===== config.mk =====
export PLATFORM = sky130hd
export DESIGN_NAME = text_overlay
export DESIGN_NICKNAME = d
export VERILOG_FILES = /design/src/rtl/text_overlay.sv
export SDC_FILE = /design/constraint.sdc
export NUM_CORES = 1
export LEC_CHECK = 0
export CAP_MARGIN = 20
export CELL_PAD_IN_SITES_DETAIL_PLACEMENT = 0
export CELL_PAD_IN_SITES_GLOBAL_PLACEMENT = 2
export CORE_ASPECT_RATIO = 2
export CORE_MARGIN = 2
export CORE_UTILIZATION = 40
export DETAILED_ROUTE_END_ITERATION = 10
export MAX_ROUTING_LAYER = met4
export PLACE_DENSITY_LB_ADDON = 0.1
export SLEW_MARGIN = 20
export SYNTH_ARGS = -nofsm -noshare
export SYNTH_HDL_FRONTEND = slang
export SYNTH_SLANG_ARGS = --single-unit

===== constraint.sdc =====
create_clock -name clk -period 17.2 [get_ports clk]
set_input_delay 1.72 -clock clk [delete_from_list [all_inputs] [get_ports clk]]
set_output_delay 1.72 -clock clk [all_outputs]
set_load 0.01 [all_outputs]

===== src/rtl/text_overlay.sv =====
// text_overlay: scaled bitmap-text overlay stage for the VGA pixel chain, 2-clk latency.
// Define TEXT_OVERLAY_TRANSPARENT_EN to show rgb_in instead of BG behind the glyphs.
module text_overlay #(
  parameter int N_CHARS = 8,
  parameter int CHARS_PER_ROW = 4,
  parameter int SCALE = 9,
  parameter int X0 = 120,
  parameter int Y0 = 135,
  parameter int CHAR_PITCH = 100,
  parameter int ROW_PITCH = 120,
  parameter int BLINK_FRAMES = 0,
  parameter logic [23:0] FG = 24'hFFFFFF,
  parameter logic [23:0] BG = 24'h000000
) (
  input  logic        clk,
  input  logic        rst,
  input  logic        enable,
  input  logic        wr_en,
  input  logic [3:0]  wr_addr,
  input  logic [2:0]  wr_code,
  input  logic [9:0]  hcount_in,
  input  logic [9:0]  vcount_in,
  input  logic        hsync_in,
  input  logic        vsync_in,
  input  logic        blnk_in,
  input  logic [23:0] rgb_in,
  output logic [9:0]  hcount_out,
  output logic [9:0]  vcount_out,
  output logic        hsync_out,
  output logic        vsync_out,
  output logic        blnk_out,
  output logic [23:0] rgb_out
);
  localparam int IW = N_CHARS > 1 ? $clog2(N_CHARS) : 1;
  localparam int CW = BLINK_FRAMES > 1 ? $clog2(BLINK_FRAMES) : 1;
  // Each glyph is {row0..row9}; row 0 is the top, bit 10 of a row is the leftmost column.
  localparam logic [109:0] FONT [8] = '{
    110'd0,
    {11'b00011111100, 11'b00110000110, 11'b01100000000, 11'b01100000000, 11'b01100011110,
     11'b01100000110, 11'b01100000110, 11'b00110000110, 11'b00011111100, 11'b00000000000},
    {11'b00001110000, 11'b00011011000, 11'b00110001100, 11'b01100000110, 11'b01100000110,
     11'b01111111110, 11'b01100000110, 11'b01100000110, 11'b01100000110, 11'b00000000000},
    {11'b11000000011, 11'b11100000111, 11'b11110001111, 11'b11011011011, 11'b11001110011,
     11'b11000100011, 11'b11000000011, 11'b11000000011, 11'b11000000011, 11'b00000000000},
    {11'b11111111110, 11'b11000000000, 11'b11000000000, 11'b11000000000, 11'b11111111000,
     11'b11000000000, 11'b11000000000, 11'b11000000000, 11'b11111111110, 11'b00000000000},
    {11'b00111111100, 11'b01100000110, 11'b11000000011, 11'b11000000011, 11'b11000000011,
     11'b11000000011, 11'b11000000011, 11'b01100000110, 11'b00111111100, 11'b00000000000},
    {11'b11000000011, 11'b11000000011, 11'b01100000110, 11'b01100000110, 11'b00110001100,
     11'b00110001100, 11'b00011011000, 11'b00011011000, 11'b00001110000, 11'b00000100000},
    {11'b11111111000, 11'b11000000110, 11'b11000000110, 11'b11000000110, 11'b11111111000,
     11'b11001100000, 11'b11000110000, 11'b11000011000, 11'b11000001100, 11'b11000000110}
  };
  typedef enum logic [1:0] {OFF, ON, HIDE} state_t;
  state_t state, state_nx;
  logic [CW-1:0] cnt, cnt_nx;
  logic [2:0] shadow [N_CHARS];
  logic [2:0] active [N_CHARS];
  logic vs_prev, frame, show, draw;
  logic [15:0] h, v, dx, dy;
  logic hit, hit1, hs1, vs1, bl1, pix;
  logic [IW-1:0] idx, idx1;
  logic [3:0] row1, col1;
  logic [9:0] hc1, vc1;
  logic [23:0] rgb1, fill;
  logic [6:0] base;
  logic [109:0] glyph;
  logic [10:0] frow;
  function automatic logic [15:0] cell_x(input int i);
    return 16'(X0 + (i % CHARS_PER_ROW) * CHAR_PITCH);
  endfunction
  function automatic logic [15:0] cell_y(input int i);
    return 16'(Y0 + (i / CHARS_PER_ROW) * ROW_PITCH);
  endfunction
  assign frame = vsync_in & ~vs_prev;
  assign h = {6'd0, hcount_in};
  assign v = {6'd0, vcount_in};
  always_ff @(posedge clk or posedge rst)
    if (rst) begin
      vs_prev <= 1'b0;
      shadow <= '{default: '0};
      active <= '{default: '0};
    end else begin
      vs_prev <= vsync_in;
      if (wr_en && {1'b0, wr_addr} < 5'(N_CHARS)) shadow[wr_addr[IW-1:0]] <= wr_code;
      if (frame) active <= shadow;
    end
  always_ff @(posedge clk or posedge rst)
    if (rst) begin
      state <= OFF;
      cnt <= '0;
    end else begin
      state <= state_nx;
      cnt <= cnt_nx;
    end
  always_comb begin
    state_nx = state;
    cnt_nx = cnt;
    if (frame)
      case (state)
        OFF: if (enable) begin state_nx = ON; cnt_nx = '0; end
        ON:
          if (!enable) state_nx = OFF;
          else if (BLINK_FRAMES > 0 && cnt == CW'(BLINK_FRAMES - 1)) begin state_nx = HIDE; cnt_nx = '0; end
          else cnt_nx = cnt + 1'b1;
        HIDE:
          if (!enable) state_nx = OFF;
          else if (cnt == CW'(BLINK_FRAMES - 1)) begin state_nx = ON; cnt_nx = '0; end
          else cnt_nx = cnt + 1'b1;
        default: state_nx = OFF;
      endcase
  end
  always_comb begin
    show = state != OFF;
    draw = state == ON;
  end
  // Boxes never overlap, so at most one cell matches.
  always_comb begin
    hit = 1'b0;
    idx = '0;
    dx = '0;
    dy = '0;
    for (int i = 0; i < N_CHARS; i++)
      if (h >= cell_x(i) && h < cell_x(i) + 16'(11 * SCALE) &&
          v >= cell_y(i) && v < cell_y(i) + 16'(10 * SCALE)) begin
        hit = 1'b1;
        idx = IW'(i);
        dx = h - cell_x(i);
        dy = v - cell_y(i);
      end
  end
  assign glyph = FONT[active[idx1]];
  assign base = 7'(4'd9 - row1) * 7'd11;
  assign frow = glyph[base +: 11];
  assign pix = hit1 & frow[4'd10 - col1];
`ifdef TEXT_OVERLAY_TRANSPARENT_EN
  assign fill = rgb1;
`else
  assign fill = BG;
`endif
  always_ff @(posedge clk or posedge rst)
    if (rst) begin
      {hit1, idx1, row1, col1, hc1, vc1, hs1, vs1, bl1, rgb1} <= '0;
      {hcount_out, vcount_out, hsync_out, vsync_out, blnk_out, rgb_out} <= '0;
    end else begin
      hit1 <= hit;
      idx1 <= idx;
      row1 <= 4'(dy / 16'(SCALE));
      col1 <= 4'(dx / 16'(SCALE));
      {hc1, vc1, hs1, vs1, bl1, rgb1} <= {hcount_in, vcount_in, hsync_in, vsync_in, blnk_in, rgb_in};
      {hcount_out, vcount_out, hsync_out, vsync_out, blnk_out} <= {hc1, vc1, hs1, vs1, bl1};
      rgb_out <= !show ? rgb1 : bl1 ? 24'd0 : (draw && pix) ? FG : fill;
    end
endmodule


==> results of run 1 <==
-- worst register-to-register path, cell delays in order (launching register included) --
cell and delay [ns]:
dfrtp_1 0.63, mux4_2 0.62, mux2i_4 0.15, buf_4 0.28
inv_2 0.22, ha_1 0.54, inv_1 0.40, mux2i_1 0.16
a22o_1 0.25, o21ai_0 0.75, mux2i_1 0.27, nand2_1 0.13
a21oi_1 0.07, mux4_2 0.45, mux4_2 0.46, or2_0 0.25
a41oi_4 0.91, o21ai_1 0.15
-- through the flow --
stage	hold slack, ns	area (sq um)
4_1_cts	0.352	14700
3_3_place_gp	0.332	14100
6_report	0.350	14700
3_5_place_dp	0.335	14100
5_1_grt	0.363	14700
2_1_floorplan	0.331	12700
-- registers in the layout, summed over array words and instances (netlist names), 3 cells and up --
signal and cells:
shadow 24, vc1 10, active 24, hcount_out 10, hc1 10, idx1 3, rgb1 24, row1 4
col1 4, rgb_out 24, vcount_out 10
-- cells in the final DEF (no fill, tap or decap), types with 16 or more instances in the layout --
| cell | Yosys | routed |
|---|---|---|
| clkbuf_16 | 0 | 17 |
| a21oi_1 | 96 | 96 |
| o211ai_1 | 19 | 19 |
| o21ai_0 | 87 | 86 |
| buf_4 | 3 | 24 |
| clkdlybuf4s50_1 | 0 | 104 |
| nand2_1 | 134 | 134 |
| nand3_1 | 30 | 30 |
| o21ai_2 | 20 | 20 |
| ha_1 | 37 | 35 |
| a21o_1 | 16 | 16 |
| mux4_2 | 45 | 45 |
| a211oi_1 | 26 | 24 |
| mux2_2 | 63 | 63 |
| nor2_1 | 117 | 117 |
| a31oi_1 | 28 | 28 |
| dfrtp_1 | 155 | 154 |
| inv_1 | 68 | 67 |
| mux2i_1 | 53 | 53 |
| nor3_1 | 25 | 25 |
| xnor2_1 | 21 | 19 |
-- routing by layer --
metal	part of all wire, %	track usage [%]
met5	0	-
met1	31	29.3
met4	9.8	25.7
met2	55	59.7
met3	4.7	5.27
-- logic make-up (layout without fill, tap and decap cells) --
group,after synthesis,count (layout)
mux,164,164
flops,155,155
xor+xnor,31,31
fa+ha+maj,41,41
buf+inv,175,232
compound gates,450,450
other cells,0,1
simple gates,409,409
-- worst max-delay path by stage --
stage	startpoint	endpoint	slack, ns
finish	hcount_in[6]	col1[0]$_DFF_PP0_	8.89
global route	hcount_in[6]	col1[0]$_DFF_PP0_	8.36
CTS	hcount_in[6]	col1[0]$_DFF_PP0_	8.79
detailed placement	hcount_in[6]	col1[0]$_DFF_PP0_	8.30
global placement	hcount_in[6]	col1[0]$_DFF_PP0_	8.37
floorplan	hcount_in[7]	col1[0]$_DFF_PP0_	10.63
-- cell type report --
cell class / count / area (sq um)
Clock inverter: 14 / 163
Sequential cell: 155 / 3880
Timing Repair Buffer: 128 / 1220
Multi-Input combinational cell: 1095 / 8160
Fill cell: 3151 / 16800
Clock buffer: 18 / 439
Tap cell: 423 / 529
Inverter: 72 / 275
Antenna cell: 1 / 2.50
-- power by group --
| part | switching, mW | leakage (nW) | internal (mW) |
|---|---|---|---|
| combinational | 1.49 | 3.78 | 0.909 |
| sequential | 0.0300 | 1.88 | 0.416 |
| clock | 0.189 | 0.298 | 0.201 |
==> results.tsv, run 1 <==
metric	value	unit
post-synthesis sequential area ratio	30.5	%
Relative slew margins	19.8	%
Simple-Gate Fraction of Synth Area	15.1	%
cell total after placement	1873	
clock latency on the worst-skew pair	0.45	ns
# DRC	0	
via count	11914	
Finish-stage setup viols	0	
min cycle time layout	8.31	ns
number of global-route vias before repair	11987	
Initial Utilization	40.4	%
CTS tree	done	
Longest Clk Path Bufs	2	
Core Util, Final	46.7	%
Stages on worst setup path	23	
Avg Cell Area, Syn	8.92	sq um
cell count after synthesis	1425	
asr flop ratio synth	100	%
mux contribution to synthesized area	18.3	%
Critical Path AT	8.63	ns
hold path cells	0	
status	finished, final reports clean	
Yosys warning count	0	
pre-CTS WS	8.30	ns
Post-synth EDFFs	0	
RR Endpoint	rgb_out[1]$_DFF_PP0_	
CORE AREA	31400	sq um
final cell count without fillers	1906	
Pwr Density	221	nW/um^2
P_leak	5.96	nW
Buffers on Ports	104	
CTS sink count	155	
final period utilization	48.3	%
post-synthesis register bit count	155	
Hold Crit Class	reg2reg	
Synth Area in Compound Gates	24.1	%
nets@finish	1566	
worst slew pin tran	1.19	ns
Post-DRT Antenna Nets	0	
total CTS buffers	17	
Die H	256	microns
most common cell in the netlist	dfrtp_1	
kind of critical path	in2reg	
XOR/XNOR Fraction of Synth Area	2.14	%
Synth cell types	90	
Pins Over Slew Limit	0	
Setup TNS	0	ns
# Post-CTS Setup Buffers	0	
# rows	92	
Fin. Hold Viols	0	
Crit Path Max Fanout	16	
overall die width	130	microns
post_cts resized	0	
clock slew at reported path FFs	0.07	ns
full die area	33300	sq um
PnR worst setup slack	8.89	ns
Post-synth top cells	dfrtp_1, nand2_1, nor2_1, a21oi_1, o21ai_0	
Adder-Cell Fraction of Synth Area	4.12	%
CP top delay family	compound AO/OA/AOI/OAI gates	
aggregate global-route resource usage	33.0	%
total gr overflow	0	
post-DP HPWL	39.7	mm
hold_buf cts	0	
Worst Path Required	17.52	ns
largest family of logic cells by synthesized area	compound AO/OA/AOI/OAI gates	
Fmax achieved	0.120	GHz
Crit-path slowest cell	clkdlybuf4s50_1	
Pre-antenna DRT Iters	6	
1st-iter DRT viols	1108	
RSZ-0062 raised after global routing	no	
Crit path largest cell delay	0.85	ns
Worst Hold End	hcount_out[1]$_DFF_PP0_	
hold path start	hc1[1]$_DFF_PP0_	
CTS H-tree depth	4	
Most used DFF post-synth	dfrtp_1	
final wirelength	52.4	mm
I/O pin count	105	
first-pass GRT wire length	77.1	mm
Final Skew	0.00935	ns
vias per cell	6.25	
R2R cell count	17	
Startpoint Class	primary input	
wire length per cell	27.5	microns
mapped cell area	12700	sq um
top post-synthesis cells by area	dfrtp_1, mux4_2, mux2_2	
routability cong.	1.06	
crit end category	flop	
top-area cell type share of the netlist area	30.5	%
Worst IR Drop VDD	0.114	mV
r2r setup slk	10.36	ns
largest net degree at the start of global routing	104	
share of cells above drive strength 1	15.9	%
Root Driver	clkbuf_16	
initial antenna violation count	1	
syn_nets	1522	
worst path cell trace	clkdlybuf4s50_1 > inv_1 > ha_1 > and2_1 > a211o_1 > nor3_2 > a22oi_1 > a311o_1 > or2_1 > a211oi_1 > o221ai_1 > o211ai_2 > a2bb2oi_1 > a2111o_1 > and2_1 > xnor2_1 > inv_1 > ha_1 > xnor2_1 > xor2_1 > a21o_1 > a211oi_1 > a31oi_1	
Layout Area Growth over Synthesis	15.4	%
worst r2r src	idx1[0]$_DFF_PP0_	
max-cap check violation count	0	
Power Total	3.24	mW
largest area contributor in the netlist	dfrtp_1	
CP Buf/Inv Count	3	
Power figures use the tool's default switching activity.
==> inputs of run 2 (changes only) <==
--- a/config.mk
+++ b/config.mk
@@ -10,7 +10,7 @@
 export CELL_PAD_IN_SITES_GLOBAL_PLACEMENT = 2
 export CORE_ASPECT_RATIO = 2
 export CORE_MARGIN = 2
-export CORE_UTILIZATION = 40
+export CORE_UTILIZATION = 37
 export DETAILED_ROUTE_END_ITERATION = 10
 export MAX_ROUTING_LAYER = met4
 export PLACE_DENSITY_LB_ADDON = 0.1
==> constraint.sdc (replaced) <==
create_clock -name clk -period 8.3 [get_ports clk]
set_input_delay 0.83 -clock clk [delete_from_list [all_inputs] [get_ports clk]]
set_output_delay 0.83 -clock clk [all_outputs]
set_load 0.01 [all_outputs]
==> run 2 against run 1 <==
Effect of this change: wire length grew 3.5%; sequential share of layout area shrank 0.33 points; final cell count grew 2.0%; first-iteration DRC count shrank 3.8%; flip-flop and latch count is the same; clock power grew 110%; power grew 110%; critical path depth grew 1; die area grew 7.9%; critical endpoint unchanged; largest cell class unchanged.
==> results.tsv, run 2 (synthesis gave the netlist of run 1 again) <==
metric	value	unit
Setup TNS	0	ns
share of cells above drive strength 1	17.0	%
hold_buf cts	0	
Pre-antenna DRT Iters	6	
full die area	35900	sq um
Crit path largest cell delay	0.80	ns
cell-internal power	3.22	mW
Startpoint Class	primary input	
Worst Path Required	8.61	ns
# diodes	0	
worst hold slack	0.350	ns
Post-DRT Antenna Nets	0	
Finish-stage setup viols	0	
Relative slew margins	27.5	%
max-cap check violation count	0	
commonest cells after routing, fill and taps aside	dfrtp_1, nand2_1, nor2_1	
Fmax achieved	0.147	GHz
worst path cell trace	clkdlybuf4s50_1 > inv_1 > ha_1 > and3_1 > and4_1 > a2111oi_0 > a21oi_1 > o221ai_1 > a211oi_1 > buf_4 > o21ai_0 > a31oi_1 > a22o_1 > a2bb2oi_1 > a2111o_1 > and2_1 > xnor2_1 > inv_1 > ha_1 > xnor2_1 > xor2_1 > a21o_1 > a211oi_1 > a31oi_1	
Root Driver	clkbuf_16	
overall die width	135	microns
kind of critical path	in2reg	
clock slew at reported path FFs	0.07	ns
Buffers on Ports	104	
Crit Path Max Fanout	11	
vias per cell	6.16	
Initial Utilization	37.3	%
sequential share of power	13.6	%
CTS tree	done	
clock share of power	12.0	%
RR Endpoint	rgb_out[3]$_DFF_PP0_	
routability cong.	0.964	
first-pass GRT wire length	79.3	mm
Worst IR Drop VDD	0.373	mV
fillers	3456	
via count	11987	
post-DP HPWL	42.4	mm
post_cts resized	0	
Crit-path slowest cell	clkdlybuf4s50_1	
Finished Cell Area	14900	sq um
critical path endpoint	col1[0]$_DFF_PP0_	
Placed Area	14200	sq um
Power Total	6.84	mW
Pins Over Slew Limit	0	
CTS sink count	155	
pre-CTS WS	1.02	ns
P_sw	3.63	mW
I/O pin count	105	
worst r2r src	idx1[0]$_DFF_PP0_	
r2r setup slk	1.75	ns
Die H	266	microns
Final Skew	0.0112	ns
total gr overflow	0	
R2R cell count	20	
final period utilization	82.2	%
CTS H-tree depth	4	
status	finished, final reports clean	
largest net degree at the start of global routing	74	
worst slew pin tran	1.08	ns
# Post-CTS Setup Buffers	0	
crit end category	flop	
P_leak	6.06	nW
Hold Crit Class	reg2reg	
CORE AREA	34100	sq um
min cycle time layout	6.82	ns
Combinational Power Share	74.4	%
Pwr Density	461	nW/um^2
nets@finish	1588	
Longest Clk Path Bufs	2	
clock latency on the worst-skew pair	0.45	ns
RSZ-0062 raised after global routing	no	
aggregate global-route resource usage	31.4	%
Worst setup startpoint	hcount_in[7]	
final wirelength	54.2	mm
Layout Area Growth over Synthesis	16.9	%
number of global-route vias before repair	12156	
# rows	96	
# DRC	0	
most common cell after layout, fill and taps aside	dfrtp_1	
total CTS buffers	17	
initial antenna violation count	0	
Net Sw Frac	53.0	%
Fin. Hold Viols	0	
PnR worst setup slack	1.48	ns
Critical Path AT	7.14	ns
wire length per cell	27.9	microns
1st-iter DRT viols	1066	
[run 2: cell count changes in the layout (fill, tap and decap cells not counted), sizes merged]
cell,before,now
buf,24,46
bufinv,0,2
clkinv,5,6
clkinvlp,0,1
diode,1,0
inv,81,77
[run 2: how the worst min path moves through the flow]
stage / startpoint / endpoint / slack, ns / cells past startpoint
3_5_place_dp: hc1[7]$_DFF_PP0_ / hcount_out[7]$_DFF_PP0_ / 0.33 / 0
2_1_floorplan: hc1[0]$_DFF_PP0_ / hcount_out[0]$_DFF_PP0_ / 0.33 / 0
5_1_grt: vc1[3]$_DFF_PP0_ / vcount_out[3]$_DFF_PP0_ / 0.36 / 0
3_3_place_gp: vc1[0]$_DFF_PP0_ / vcount_out[0]$_DFF_PP0_ / 0.33 / 0
4_1_cts: hc1[8]$_DFF_PP0_ / hcount_out[8]$_DFF_PP0_ / 0.35 / 0
6_report: hc1[8]$_DFF_PP0_ / hcount_out[8]$_DFF_PP0_ / 0.35 / 0
[run 2: final cells by class]
| class | instances | area [sq um] | area share (%) |
|---|---|---|---|
| inverter | 72 | 275 | 1.85 |
| multi-input combinational | 1095 | 8150 | 54.9 |
| tap | 441 | 552 | 3.71 |
| clock inverter | 14 | 179 | 1.20 |
| sequential | 155 | 3880 | 26.1 |
| clock buffer | 18 | 429 | 2.89 |
| timing repair buffer | 150 | 1390 | 9.33 |
[run 2: critical path: cells and delay by family]
kind | cells | cell delay, ns
XOR/XNOR | 3 | 0.56
AND/OR/NAND/NOR | 3 | 0.68
AO/OA/AOI/OAI | 12 | 3.26
buffers and inverters | 4 | 1.30
adder cells (fa/ha/maj) | 2 | 0.51
[run 2: per-stage QoR]
stage               std cells  util [%]
finish                   1945      43.5
global route             1945      43.5
detailed placement       1913      41.8
global placement         1913      41.8
CTS                      1945      43.5
floorplan                1425         -
[run 2: layer usage]
layer  track usage, %  part of all wire (%)  vias to the layer above
met5                -                     0                        -
met4             24.7                   9.7                        0
li1                 -                     -                     5428
met3             4.20                   4.2                      197
met2             59.7                    56                      509
met1             26.7                    30                     5853
[run 2: power groups by stage]
| stage | registers, mW | clock network [mW] | logic, mW |
|---|---|---|---|
| after global placement | 0.941 | 0 | 4.95 |
| after floorplan | 0.923 | 0 | 3.37 |
| after detailed placement | 0.945 | 0 | 4.95 |
| after global routing | 0.942 | 0.869 | 5.38 |
| after CTS | 0.930 | 0.843 | 4.96 |
| final | 0.930 | 0.824 | 5.09 |
==> inputs of run 3 (changes only) <==
==> constraint.sdc (replaced) <==
create_clock -name clk -period 6.4 [get_ports clk]
set_input_delay 0.64 -clock clk [delete_from_list [all_inputs] [get_ports clk]]
set_output_delay 0.64 -clock clk [all_outputs]
set_load 0.01 [all_outputs]
==> run 3 against run 2 <==
Effect of this change: register-to-register slack lost 1.4 ns; worst setup slack lost 1.1 ns; first-iteration DRC count shrank 14%; power grew 31%; wire length shrank 0.44%; global-route usage shrank 0.066 points; critical endpoint is now rgb_out[2]$_DFF_PP0_.
==> results.tsv, run 3 (synthesis gave the netlist of run 1 again) <==
metric	value	unit
clock latency on the worst-skew pair	0.45	ns
largest net degree at the start of global routing	93	
commonest cells after routing, fill and taps aside	dfrtp_1, nand2_1, nor2_1	
worst hold slack	0.350	ns
Root Driver	clkbuf_16	
Multi-input gate area	8150	sq um
I/O pin count	105	
# DRC	0	
hold path cells	0	
min cycle time layout	6.01	ns
Layout Area Growth over Synthesis	20.8	%
crit end category	flop	
Die H	266	microns
nets@finish	1651	
Post-DRT Antenna Nets	0	
r2r setup slk	0.39	ns
Relative slew margins	29.9	%
Longest Clk Path Bufs	2	
max-cap check violation count	0	
post_cts resized	0	
wire length per cell	26.9	microns
Core Util, Final	45.0	%
# Post-CTS Setup Buffers	0	
initial antenna violation count	1	
Worst Path Required	6.71	ns
Initial Utilization	37.3	%
Crit path largest cell delay	0.80	ns
worst slew pin tran	1.04	ns
final period utilization	93.8	%
share of cells above drive strength 1	20.2	%
first-pass GRT wire length	79.2	mm
worst r2r src	idx1[0]$_DFF_PP0_	
Startpoint Class	flop	
Final Skew	0.0123	ns
CTS tree	done	
# rows	96	
via count	12145	
kind of critical path	reg2reg	
R2R cell count	16	
P_leak	6.37	nW
Pins Over Slew Limit	0	
final wirelength	54.0	mm
Fin. Hold Viols	0	
RSZ-0062 raised after global routing	no	
post-DP HPWL	42.8	mm
Placed Area	14700	sq um
Crit-path slowest cell	a21boi_0	
CORE AREA	34100	sq um
CTS sink count	155	
CTS H-tree depth	4	
sequential standard cell area	3880	sq um
Worst Hold End	hcount_out[8]$_DFF_PP0_	
RR Endpoint	rgb_out[2]$_DFF_PP0_	
overall die width	135	microns
most common cell after layout, fill and taps aside	dfrtp_1	
full die area	35900	sq um
1st-iter DRT viols	916	
Worst IR Drop VDD	0.480	mV
Fmax achieved	0.167	GHz
Crit Path Max Fanout	24	
Buffers on Ports	104	
fillers	3389	
total CTS buffers	17	
aggregate global-route resource usage	31.4	%
total gr overflow	0	
number of global-route vias before repair	12542	
Finish-stage setup viols	0	
Hold Crit Class	reg2reg	
Pre-antenna DRT Iters	6	
routability cong.	1.02	
hold_buf cts	0	
hold path start	hc1[8]$_DFF_PP0_	
Critical Path AT	6.31	ns
Pwr Density	585	nW/um^2
worst path cell trace	mux4_2 > mux2i_4 > buf_4 > ha_1 > mux2i_1 > a21boi_0 > o31a_1 > inv_1 > mux4_2 > mux4_2 > a211o_1 > nand4b_1 > nand3_1 > a41oi_4 > buf_4 > o21ai_1	
clock slew at reported path FFs	0.07	ns
status	finished, final reports clean	
Finished Cell Area	15400	sq um
vias per cell	6.05	
CP dominant cell by count	mux4_2	
run 3: cell types whose count changed in the layout (fill, tap and decap cells not counted), sizes merged:
cell,change
clkinv,-2
diode,+1
buf,+63
inv,+2
run 3: worst max-delay path by stage:
stage                                  from               endpoint  slack, ns  depth (start not counted)
after floorplan           row1[0]$_DFF_PP0_  rgb_out[10]$_DFF_PP0_       0.86                         20
after global placement         hcount_in[3]      col1[0]$_DFF_PP0_      0.005                         26
after detailed placement       hcount_in[3]      col1[0]$_DFF_PP0_     -0.002                         27
after CTS                 idx1[0]$_DFF_PP0_   rgb_out[2]$_DFF_PP0_       0.38                         19
after global routing           hcount_in[3]      col1[0]$_DFF_PP0_       0.10                         27
final                     idx1[0]$_DFF_PP0_   rgb_out[2]$_DFF_PP0_       0.39                         16
run 3: area by class of cell:
class | count | area share [%]
Inverter | 72 | 1.79
Timing Repair Buffer | 213 | 12.4
Sequential cell | 155 | 25.3
Tap cell | 441 | 3.59
Clock buffer | 18 | 2.80
Antenna cell | 1 | 0.0163
Clock inverter | 14 | 1.12
Multi-Input combinational cell | 1095 | 53.1
run 3: metal layers:
layer  up-vias  part of all wire, %  global-route usage (%)  wire, microns
met2       452                   56                    59.1          30100
met4         0                   11                    28.6           6140
met5         -                    0                       -              0
met3       211                  3.6                    4.64           1940
met1      5944                   29                    25.2          15800
li1       5538                    -                       -              -
run 3: per-stage QoR:
step | TNS, ns | total power, mW | std cells | setup slack [ns]
global route | 0 | 9.45 | 2009 | 0.105
finish | 0 | 8.98 | 2009 | 0.395
detailed placement | -0.00190 | 7.82 | 1976 | -0.00190
global placement | 0 | 7.81 | 1976 | 0.00494
CTS | 0 | 8.92 | 2008 | 0.383
floorplan | 0 | 5.57 | 1425 | 0.861
run 3: power breakdown:
part	internal, mW	switching (mW)	total [mW]	leakage, nW
Sequential	1.12	0.0732	1.19	1.88
Combinational	2.61	4.12	6.73	4.20
Clock	0.590	0.468	1.06	0.293
run 3: critical path, delay by kind of cell, from the launching register on:
family | cells | cell delay, ns
adders and majority gates | 1 | 0.39
buffers and inverters | 3 | 0.75
DFF | 1 | 0.61
muxes | 5 | 1.96
and+or+nand+nor | 2 | 0.23
AOI/OAI and AO/OA | 5 | 1.93
